$ cat config.mk
export PLATFORM = sky130hd
export DESIGN_NAME = mpsoc_dbg_wb_arbiter
export DESIGN_NICKNAME = d
export VERILOG_FILES = /design/src/rtl/mpsoc_dbg_wb_arbiter.sv
export SDC_FILE = /design/constraint.sdc
export NUM_CORES = 1
export LEC_CHECK = 0
export ABC_AREA = 1
export CORE_AREA = 2 2 117 119
export CTS_CLUSTER_DIAMETER = 200
export DETAILED_ROUTE_END_ITERATION = 8
export DIE_AREA = 0 0 119 121
export PLACE_DENSITY = 0.5
export SETUP_SLACK_MARGIN = 0.15
export SLEW_MARGIN = 20
export SYNTH_ARGS = -nofsm -noshare
export SYNTH_HDL_FRONTEND = slang
export SYNTH_SLANG_ARGS = --single-unit
$ cat constraint.sdc
create_clock -name wb_clk_i -period 3.24 [get_ports wb_clk_i]
set_input_delay 0.972 -clock wb_clk_i [delete_from_list [all_inputs] [get_ports wb_clk_i]]
set_output_delay 0.972 -clock wb_clk_i [all_outputs]
set_load 0.03 [all_outputs]
$ cat src/rtl/mpsoc_dbg_wb_arbiter.sv
// -----------------------------------------------------------------------------
// mpsoc_dbg_wb_arbiter
//
// Round-robin Wishbone B3 arbiter. NUM_MASTERS requesters share a single
// Wishbone master port towards the system interconnect. Master 0 is normally
// the debug BIU. Ownership is held for a whole bus cycle, from cyc assertion
// to cyc release, so classic and incrementing bursts are never split.
//
// Optional feature (compile-time macro):
//   MPSOC_DBG_WB_ARB_TIMEOUT_EN - adds a watchdog. When it fires, the owner
//   gets an m_err_o pulse, the slave cycle is dropped, and the arbiter waits
//   in ABORT until the owner releases cyc.
//
// Ports (per-master buses flattened, master i occupies slice i):
//   wb_clk_i, wb_rst_ni         clock, asynchronous active-low reset
//   m_cyc_i/m_stb_i/m_we_i      [NUM_MASTERS]      master cycle/strobe/write
//   m_sel_i                     [NUM_MASTERS*SEL]  byte selects
//   m_adr_i                     [NUM_MASTERS*AW]   addresses
//   m_dat_i                     [NUM_MASTERS*DW]   write data
//   m_cti_i/m_bte_i             [NUM_MASTERS*3/2]  burst tags
//   m_dat_o                     [DW]               read data (broadcast)
//   m_ack_o/m_err_o             [NUM_MASTERS]      per-master termination
//   s_cyc_o..s_bte_o                               shared slave request
//   s_dat_i, s_ack_i, s_err_i                      slave response
//   grant_o                     [NUM_MASTERS]      one-hot owner, 0 when idle
// -----------------------------------------------------------------------------
module mpsoc_dbg_wb_arbiter #(
  parameter int ADDR_WIDTH     = 32,
  parameter int DATA_WIDTH     = 32,
  parameter int NUM_MASTERS    = 2,
  parameter int TIMEOUT_CYCLES = 255
) (
  input  logic                                wb_clk_i,
  input  logic                                wb_rst_ni,

  input  logic [NUM_MASTERS-1:0]              m_cyc_i,
  input  logic [NUM_MASTERS-1:0]              m_stb_i,
  input  logic [NUM_MASTERS-1:0]              m_we_i,
  input  logic [NUM_MASTERS*DATA_WIDTH/8-1:0] m_sel_i,
  input  logic [NUM_MASTERS*ADDR_WIDTH-1:0]   m_adr_i,
  input  logic [NUM_MASTERS*DATA_WIDTH-1:0]   m_dat_i,
  input  logic [NUM_MASTERS*3-1:0]            m_cti_i,
  input  logic [NUM_MASTERS*2-1:0]            m_bte_i,
  output logic [DATA_WIDTH-1:0]               m_dat_o,
  output logic [NUM_MASTERS-1:0]              m_ack_o,
  output logic [NUM_MASTERS-1:0]              m_err_o,

  output logic                                s_cyc_o,
  output logic                                s_stb_o,
  output logic                                s_we_o,
  output logic [DATA_WIDTH/8-1:0]             s_sel_o,
  output logic [ADDR_WIDTH-1:0]               s_adr_o,
  output logic [DATA_WIDTH-1:0]               s_dat_o,
  output logic [2:0]                          s_cti_o,
  output logic [1:0]                          s_bte_o,
  input  logic [DATA_WIDTH-1:0]               s_dat_i,
  input  logic                                s_ack_i,
  input  logic                                s_err_i,

  output logic [NUM_MASTERS-1:0]              grant_o
);

  localparam int SEL_WIDTH = DATA_WIDTH / 8;
  localparam int IDX_W     = $clog2(NUM_MASTERS);

  typedef logic [IDX_W-1:0] idx_t;

`ifdef MPSOC_DBG_WB_ARB_TIMEOUT_EN
  typedef enum logic [1:0] {
    ST_IDLE  = 2'd0,
    ST_BUSY  = 2'd1,
    ST_ABORT = 2'd2
  } state_t;
`else
  typedef enum logic {
    ST_IDLE = 1'b0,
    ST_BUSY = 1'b1
  } state_t;
`endif

  state_t state_reg, state_next;
  idx_t   gnt_idx_reg, gnt_idx_next;
  idx_t   last_idx_reg, last_idx_next;

  // ---------------------------------------------------------------------------
  // Per-master views of the flattened request buses
  // ---------------------------------------------------------------------------
  logic [SEL_WIDTH-1:0]  sel_arr [NUM_MASTERS];
  logic [ADDR_WIDTH-1:0] adr_arr [NUM_MASTERS];
  logic [DATA_WIDTH-1:0] dat_arr [NUM_MASTERS];
  logic [2:0]            cti_arr [NUM_MASTERS];
  logic [1:0]            bte_arr [NUM_MASTERS];

  generate
    for (genvar gi = 0; gi < NUM_MASTERS; gi++) begin : g_unpack
      assign sel_arr[gi] = m_sel_i[gi*SEL_WIDTH  +: SEL_WIDTH];
      assign adr_arr[gi] = m_adr_i[gi*ADDR_WIDTH +: ADDR_WIDTH];
      assign dat_arr[gi] = m_dat_i[gi*DATA_WIDTH +: DATA_WIDTH];
      assign cti_arr[gi] = m_cti_i[gi*3 +: 3];
      assign bte_arr[gi] = m_bte_i[gi*2 +: 2];
    end
  endgenerate

  logic busy;
  logic owner_cyc;
  logic owner_stb;
  logic timeout_hit;

  assign busy      = (state_reg == ST_BUSY);
  assign owner_cyc = m_cyc_i[gnt_idx_reg];
  assign owner_stb = m_stb_i[gnt_idx_reg];

  // ---------------------------------------------------------------------------
  // Round-robin pick: lowest requester above last_idx wins, otherwise wrap to
  // the lowest requester at or below it. The descending scan leaves the lowest
  // matching index in each candidate.
  // ---------------------------------------------------------------------------
  idx_t rr_pick;
  idx_t pick_hi, pick_lo;
  logic found_hi;

  always_comb begin
    pick_hi  = '0;
    pick_lo  = '0;
    found_hi = 1'b0;
    for (int i = NUM_MASTERS - 1; i >= 0; i--) begin
      if (m_cyc_i[i]) begin
        if (idx_t'(i) > last_idx_reg) begin
          pick_hi  = idx_t'(i);
          found_hi = 1'b1;
        end else begin
          pick_lo = idx_t'(i);
        end
      end
    end
    rr_pick = found_hi ? pick_hi : pick_lo;
  end

  // ---------------------------------------------------------------------------
  // Watchdog
  // ---------------------------------------------------------------------------
`ifdef MPSOC_DBG_WB_ARB_TIMEOUT_EN
  localparam int TMO_W = $clog2(TIMEOUT_CYCLES + 1);

  logic [TMO_W-1:0] tmo_cnt_reg, tmo_cnt_next;

  // A response in the same cycle as expiry wins: the access completed.
  assign timeout_hit = busy && owner_cyc && !s_ack_i && !s_err_i &&
                       (tmo_cnt_reg == TMO_W'(TIMEOUT_CYCLES));

  always_comb begin
    tmo_cnt_next = '0;
    if (busy && owner_cyc && !s_ack_i && !s_err_i && !timeout_hit) begin
      tmo_cnt_next = owner_stb ? tmo_cnt_reg + 1'b1 : tmo_cnt_reg;
    end
  end

  always_ff @(posedge wb_clk_i or negedge wb_rst_ni) begin
    if (!wb_rst_ni) begin
      tmo_cnt_reg <= '0;
    end else begin
      tmo_cnt_reg <= tmo_cnt_next;
    end
  end
`else
  assign timeout_hit = 1'b0;

  // TIMEOUT_CYCLES only has meaning with the watchdog built in.
  logic unused_timeout_cfg;
  assign unused_timeout_cfg = ^{1'b0, TIMEOUT_CYCLES[0]};
`endif

  // ---------------------------------------------------------------------------
  // FSM
  // ---------------------------------------------------------------------------
  always_comb begin
    state_next    = state_reg;
    gnt_idx_next  = gnt_idx_reg;
    last_idx_next = last_idx_reg;
    case (state_reg)
      ST_IDLE: begin
        if (|m_cyc_i) begin
          gnt_idx_next = rr_pick;
          state_next   = ST_BUSY;
        end
      end
      ST_BUSY: begin
        if (!owner_cyc) begin
          last_idx_next = gnt_idx_reg;
          state_next    = ST_IDLE;
        end else if (timeout_hit) begin
`ifdef MPSOC_DBG_WB_ARB_TIMEOUT_EN
          state_next = ST_ABORT;
`endif
        end
      end
`ifdef MPSOC_DBG_WB_ARB_TIMEOUT_EN
      ST_ABORT: begin
        if (!owner_cyc) begin
          last_idx_next = gnt_idx_reg;
          state_next    = ST_IDLE;
        end
      end
`endif
      default: begin
        state_next = ST_IDLE;
      end
    endcase
  end

  always_ff @(posedge wb_clk_i or negedge wb_rst_ni) begin
    if (!wb_rst_ni) begin
      state_reg    <= ST_IDLE;
      gnt_idx_reg  <= '0;
      // Starting at the top index makes master 0 the first winner.
      last_idx_reg <= idx_t'(NUM_MASTERS - 1);
    end else begin
      state_reg    <= state_next;
      gnt_idx_reg  <= gnt_idx_next;
      last_idx_reg <= last_idx_next;
    end
  end

  // ---------------------------------------------------------------------------
  // Slave-side request mux. cyc/stb fall combinationally with the owner's cyc
  // so the release cycle already shows an idle bus to the slave.
  // ---------------------------------------------------------------------------
  always_comb begin
    s_cyc_o = 1'b0;
    s_stb_o = 1'b0;
    s_we_o  = 1'b0;
    s_sel_o = '0;
    s_adr_o = '0;
    s_dat_o = '0;
    s_cti_o = '0;
    s_bte_o = '0;
    if (busy) begin
      s_cyc_o = owner_cyc & ~timeout_hit;
      s_stb_o = owner_cyc & owner_stb & ~timeout_hit;
      s_we_o  = m_we_i[gnt_idx_reg];
      s_sel_o = sel_arr[gnt_idx_reg];
      s_adr_o = adr_arr[gnt_idx_reg];
      s_dat_o = dat_arr[gnt_idx_reg];
      s_cti_o = cti_arr[gnt_idx_reg];
      s_bte_o = bte_arr[gnt_idx_reg];
    end
  end

  assign m_dat_o = s_dat_i;

  // ---------------------------------------------------------------------------
  // Grant and termination routing: only the owner sees ack/err.
  // ---------------------------------------------------------------------------
  generate
    for (genvar gi = 0; gi < NUM_MASTERS; gi++) begin : g_route
      assign grant_o[gi] = busy && (gnt_idx_reg == idx_t'(gi));
      assign m_ack_o[gi] = grant_o[gi] & s_ack_i;
      assign m_err_o[gi] = grant_o[gi] & (s_err_i | timeout_hit);
    end
  endgenerate

endmodule

==> results of run 1 <==
-- tightest hold or removal path: cells and delay by family (launching register included) --
kind             cells  cell delay [ns]
and+or+nand+nor      2             0.11
DFF                  1             0.35
-- layout by cell type (no fill, tap or decap), drive strengths merged --
| cell | count |
|---|---|
| and2 | 1 |
| buf | 85 |
| clkbuf | 5 |
| clkdlybuf4s50 | 156 |
| dfrtp | 2 |
| dfstp | 1 |
| dlygate4sd2 | 3 |
| inv | 8 |
| nand2 | 235 |
| nand3 | 4 |
| nor2 | 5 |
| o21ai | 1 |
| or2 | 1 |
-- per-stage QoR --
stage / total power, uW / hold slack (ns)
2_1_floorplan: 2050 / 0.442
3_3_place_gp: 3040 / 0.456
3_5_place_dp: 3050 / 0.461
4_1_cts: 3250 / 0.466
5_1_grt: 3430 / 0.499
6_report: 3200 / 0.476
-- layout make-up --
type	instances	share of cell area [%]
Inverter	8	0.822
Sequential cell	3	2.09
Tap cell	176	6.03
Multi-Input combinational cell	247	26.5
Timing Repair Buffer	245	62.4
Clock buffer	4	2.16
-- metal layers --
layer / up-vias / routed length [um] / global-route usage [%]
met5: - / 0 / 0
met4: 0 / 109 / 2.08
met3: 10 / 937 / 3.48
met2: 173 / 3550 / 16.8
met1: 1015 / 3030 / 10.8
li1: 1269 / - / -
-- worst paths after layout --
| check | end | slack, ns | cells after the start |
|---|---|---|---|
| setup reg to reg | busy$_DFF_PN0_ | 2.08 | 4 |
| min in group asynchronous | busy$_DFF_PN0_ | 0.94 | 1 |
| hold / removal | last_idx_reg$_DFFE_PN1P_ | 0.48 | 2 |
| max in group asynchronous | last_idx_reg$_DFFE_PN1P_ | 2.08 | 1 |
| hold reg to reg | last_idx_reg$_DFFE_PN1P_ | 0.48 | 2 |
| setup / recovery | s_stb_o | 0.21 | 7 |
-- power by group through the flow --
stage	Clock, uW	Combinational [uW]	Sequential (uW)
after detailed placement	0	2960	90.2
after CTS	199	2960	89.6
after global placement	0	2950	90.5
final	196	2920	90.1
after global routing	205	3130	94.5
after floorplan	0	1970	74.1
-- repair_timing --
item                       in CTS  in global routing
setup endpoints to repair       4                  1
hold buffers                    0                  0
cloned                          0                  0
hold endpoints to repair        0                  0
resized for setup               4                  2
-- cells by family after synthesis --
logic type,count (synthesis),synth area share [%]
and+or+nand+nor,246,64.7
buffers and inverters,57,29.8
DFF,3,5.13
AOI/OAI and AO/OA,1,0.336
==> impl_metrics.yaml, run 1 <==
global_routing:
  grt_max_degree: 40
  gr-total-overflow: 0
  grt_use_total_pct: 9.46
  antenna_found_initial: 0
  grt_pass1_vias: 2323
  grt_first_pass_wirelength_um: 11300
synth:
  synthArstFlopShare_pct: 100
  ys_ff_latch: 3
  synth-warning-count: 0
  syn_area_um2: 1490
  postSynthCellCount: 307
  synth-edff-count: 0
  yosysSeqAreaShare_pct: 5.13
  yosysTopAreaCellShare_pct: 56.2
  syn_area_per_cell_um2: 4.85
  synth_nets: 495
  yosysMostFrequentCell: "nand2_1"
  yosysTopAreaCell: "nand2_1"
  ys_types: 15
  synth_commonest_cells: "223 x nand2_1, 32 x buf_4, 12 x nand2_2"
  synth_ff_type: "dfrtp_1"
  netlist_top_cells_area: "nand2_1 56%, buf_4 16%, buf_6 8.3%"
critical_path:
  crit_type: "primary input to output pin"
  cp-startpoint: "m_cyc_i[1]"
  cpPeakStageDelay_ns: 0.48
  path_cells: "clkdlybuf4s50_1, inv_1, nand2_1, nand3_1, buf_4, nor2_1, buf_4"
  crit_slowest_cell: "clkdlybuf4s50_1"
  r2r-start: "gnt_idx_reg$_DFFE_PN0P_"
  end_kind: "output pin"
  crit_family: "buffers and inverters"
  critPathArrivalTime_ns: 2.06
  start_kind: "primary input"
  cp_num_buf_inv: 4
  crit_fanout: 2
  cp.required_ns: 2.27
  cp_common_cell: "buf_4"
cells_and_area:
  area_growth_pct: 145
  fin_nets: 696
  final_area_um2: 3650
  seq_area_um2: 76.3
  multi_input_area_um2: 968
  fin_cells: 683
  utilization_pct: 27.9
  drive_above_1_share_pct: 20.9
  insertedDiodeCount: 0
  num-fill-cells: 1439
timing:
  grt_setup_unrepaired: "false"
  fin_setup_tns_ns: 0
  worst_pin_slew_ns: 0.455
  finalMaxSlewViolations: 0
  skew_ns: 0.00114
  slew_headroom_pct: 69.7
  hold_violations: 0
  finalCriticalPeriod_ns: 3.03
  fin_ws_ns: 0.209
  clock.fmax_ghz: 0.330
  fin_crit_sh_pct: 93.5
  setup_viol: 0
pwr:
  power.static_leakage_uw: 0.00189
  switching_power_uw: 1920
  p_int_uw: 1290
  power_density_nw_per_um2: 877
  power.share.combinational_pct: 91.1
  switching_share_pct: 59.8
  p_clk_share_pct: 6.1
  vdd_drop_max_mv: 0.652
  seqPwrFrac_pct: 2.8
die:
  num_io_pins: 302
  die_y_um: 121
  rows: 42
  start_util_pct: 11.4
  coreArea_um2: 13100
  die_area_um2: 14400
  dieWidth_um: 119
routing:
  drt_iter0_drc: 83
  drc: 0
  vias: 2467
  postRouteWirelength_um: 7630
  viasPerCell: 3.61
  postRouteAntennaNets: 0
  dr.pass1.iters: 5
  wl_per_cell_um: 11.2
clock_network:
  numCtsBuffers: 3
  insertion_delay_ns: 0.22
  cts_setup_buffers: 0
  cts_sinks: 3
  tritoncts: "done"
  clock_path_buffers: 2
  cts.htree.levels: 1
  cts_root_buf: "clkbuf_16"
  cts.clk_slew.worst_paths_ns: 0.03
place:
  globalplace.congestion: 0.756
  dp_hpwl_um: 6230
  place_area_um2: 3580
  numPortBuffers: 237
  place_ws_ns: -0.107
  post-place-cells: 679
hold_path:
  min_from: "last_idx_reg$_DFFE_PN1P_"
  hold_class: "flip-flop to flip-flop"
flow_run:
  drv_cap: 0
outcome:
  outcome: "complete, no violations"
Note: power is estimated with default switching activity, not from simulation.
==> run 2, diff against run 1 <==
Settings changed: MAX_ROUTING_LAYER set to met4.
==> impl_metrics.yaml, run 2 (synthesis gave the netlist of run 1 again) <==
pwr:
  power_density_nw_per_um2: 877
  p_clk_share_pct: 6.1
  switching_power_uw: 1920
  p_int_uw: 1290
  seqPwrFrac_pct: 2.8
  power.static_leakage_uw: 0.00189
  vdd_drop_max_mv: 0.650
  power_uw: 3200
  power.share.combinational_pct: 91.1
  switching_share_pct: 59.8
routing:
  postRouteWirelength_um: 7630
  dr.pass1.iters: 5
  drc: 0
  viasPerCell: 3.60
  postRouteAntennaNets: 0
  vias: 2456
  wl_per_cell_um: 11.2
  drt_iter0_drc: 80
timing:
  finalMaxSlewViolations: 0
  setup_viol: 0
  fin_crit_sh_pct: 94.0
  worst_pin_slew_ns: 0.454
  fin_setup_tns_ns: 0
  hold_violations: 0
  grt_setup_unrepaired: "false"
  skew_ns: 0.00211
  finalCriticalPeriod_ns: 3.05
  clock.fmax_ghz: 0.328
  fin_ws_ns: 0.193
  slew_headroom_pct: 69.7
  timing.hold.ws_ns: 0.466
global_routing:
  gr-total-overflow: 0
  grt_use_total_pct: 9.70
  grt_first_pass_wirelength_um: 11300
  antenna_found_initial: 0
  grt_pass1_vias: 2332
  grt_max_degree: 40
clock_network:
  tritoncts: "done"
  cts.clk_slew.worst_paths_ns: 0.03
  ctsHoldBuffers: 0
  cts_sinks: 3
  clock_path_buffers: 2
  cts_root_buf: "clkbuf_16"
  cts.htree.levels: 1
  insertion_delay_ns: 0.22
  cts_setup_buffers: 0
  numCtsBuffers: 3
die:
  num_io_pins: 302
  die_area_um2: 14400
  start_util_pct: 11.4
  rows: 42
  die_y_um: 121
  coreArea_um2: 13100
  dieWidth_um: 119
hold_path:
  min_from: "last_idx_reg$_DFFE_PN1P_"
  hold_class: "flip-flop to flip-flop"
  min_to: "last_idx_reg$_DFFE_PN1P_"
  min_path_cells: 2
critical_path:
  crit_slowest_cell: "clkdlybuf4s50_1"
  crit_fanout: 2
  cp_common_cell: "buf_4"
  reg2reg_slack_ns: 2.08
  end_kind: "output pin"
  crit_type: "primary input to output pin"
  start_kind: "primary input"
  crit_family: "buffers and inverters"
  r2r_end: "busy$_DFF_PN0_"
  reg2reg_depth: 4
  cp.required_ns: 2.27
  cp_num_buf_inv: 4
  path_cells: "clkdlybuf4s50_1, inv_1, nand2_1, nand3_1, buf_4, nor2_1, buf_4"
  cpPeakStageDelay_ns: 0.49
  r2r-start: "gnt_idx_reg$_DFFE_PN0P_"
  critPathArrivalTime_ns: 2.07
outcome:
  outcome: "complete, no violations"
cells_and_area:
  area_growth_pct: 145
  mostFrequentLayoutCell: "nand2_1"
  num-fill-cells: 1439
  insertedDiodeCount: 0
  fin_nets: 696
  final_area_um2: 3650
  drive_above_1_share_pct: 20.9
  final_cell_mix: "223 x nand2_1, 156 x clkdlybuf4s50_1, 81 x buf_4, 12 x nand2_2"
place:
  place_ws_ns: -0.107
  place_area_um2: 3580
  globalplace.congestion: 0.766
  numPortBuffers: 237
  dp_hpwl_um: 6230
flow_run:
  drv_cap: 0
==> run 2: repair_timing <==
action / CTS / global route
gates resized for setup: 4 / 2
gates cloned: 0 / 0
endpoints found under the setup margin: 4 / 1
endpoints found under the hold margin: 0 / 0
==> run 2: layer usage <==
| metal | part of all wire [%] | vias up | global-route usage [%] |
|---|---|---|---|
| li1 | - | 1270 | - |
| met1 | 40 | 1007 | 10.7 |
| met2 | 46 | 171 | 16.9 |
| met3 | 12 | 8 | 3.43 |
| met4 | 1.2 | 0 | 2.08 |
| met5 | 0 | - | - |
==> run 2: worst max path at each step <==
stage / startpoint / to / slack (ns) / cells after the start
2_1_floorplan: m_cyc_i[1] / s_stb_o / 0.70 / 4
3_3_place_gp: m_cyc_i[1] / s_cyc_o / -0.11 / 6
3_5_place_dp: m_cyc_i[1] / s_cyc_o / -0.11 / 6
4_1_cts: m_cyc_i[0] / s_cyc_o / 0.13 / 5
5_1_grt: m_cyc_i[1] / s_stb_o / 0.15 / 7
6_report: m_cyc_i[1] / s_stb_o / 0.19 / 7
==> run 2: final cells by class <==
type,instances,area [um^2],area share [%]
Timing Repair Buffer,245,2280,62.4
Multi-Input combinational cell,247,968,26.5
Tap cell,176,220,6.03
Clock buffer,4,78.8,2.16
Sequential cell,3,76.3,2.09
Inverter,8,30.0,0.822
==> run 2: per-stage QoR <==
| step | instances | util, % |
|---|---|---|
| 2_1_floorplan | 307 | - |
| 4_1_cts | 683 | 28.0 |
| 3_3_place_gp | 679 | 27.4 |
| 6_report | 683 | 27.9 |
| 3_5_place_dp | 679 | 27.4 |
| 5_1_grt | 683 | 27.9 |
==> run 2: tightest hold or removal path, stage by stage (launching register included) <==
cell and delay (ns):
dfstp_2 0.35, nand2_1 0.06, nand2_1 0.05
==> run 2: power by group through the flow <==
stage / Clock [uW] / Combinational (uW) / Sequential, uW
6_report: 196 / 2920 / 90.0
3_5_place_dp: 0 / 2960 / 90.2
4_1_cts: 199 / 2960 / 89.6
2_1_floorplan: 0 / 1970 / 74.1
5_1_grt: 205 / 3130 / 94.5
3_3_place_gp: 0 / 2950 / 90.5
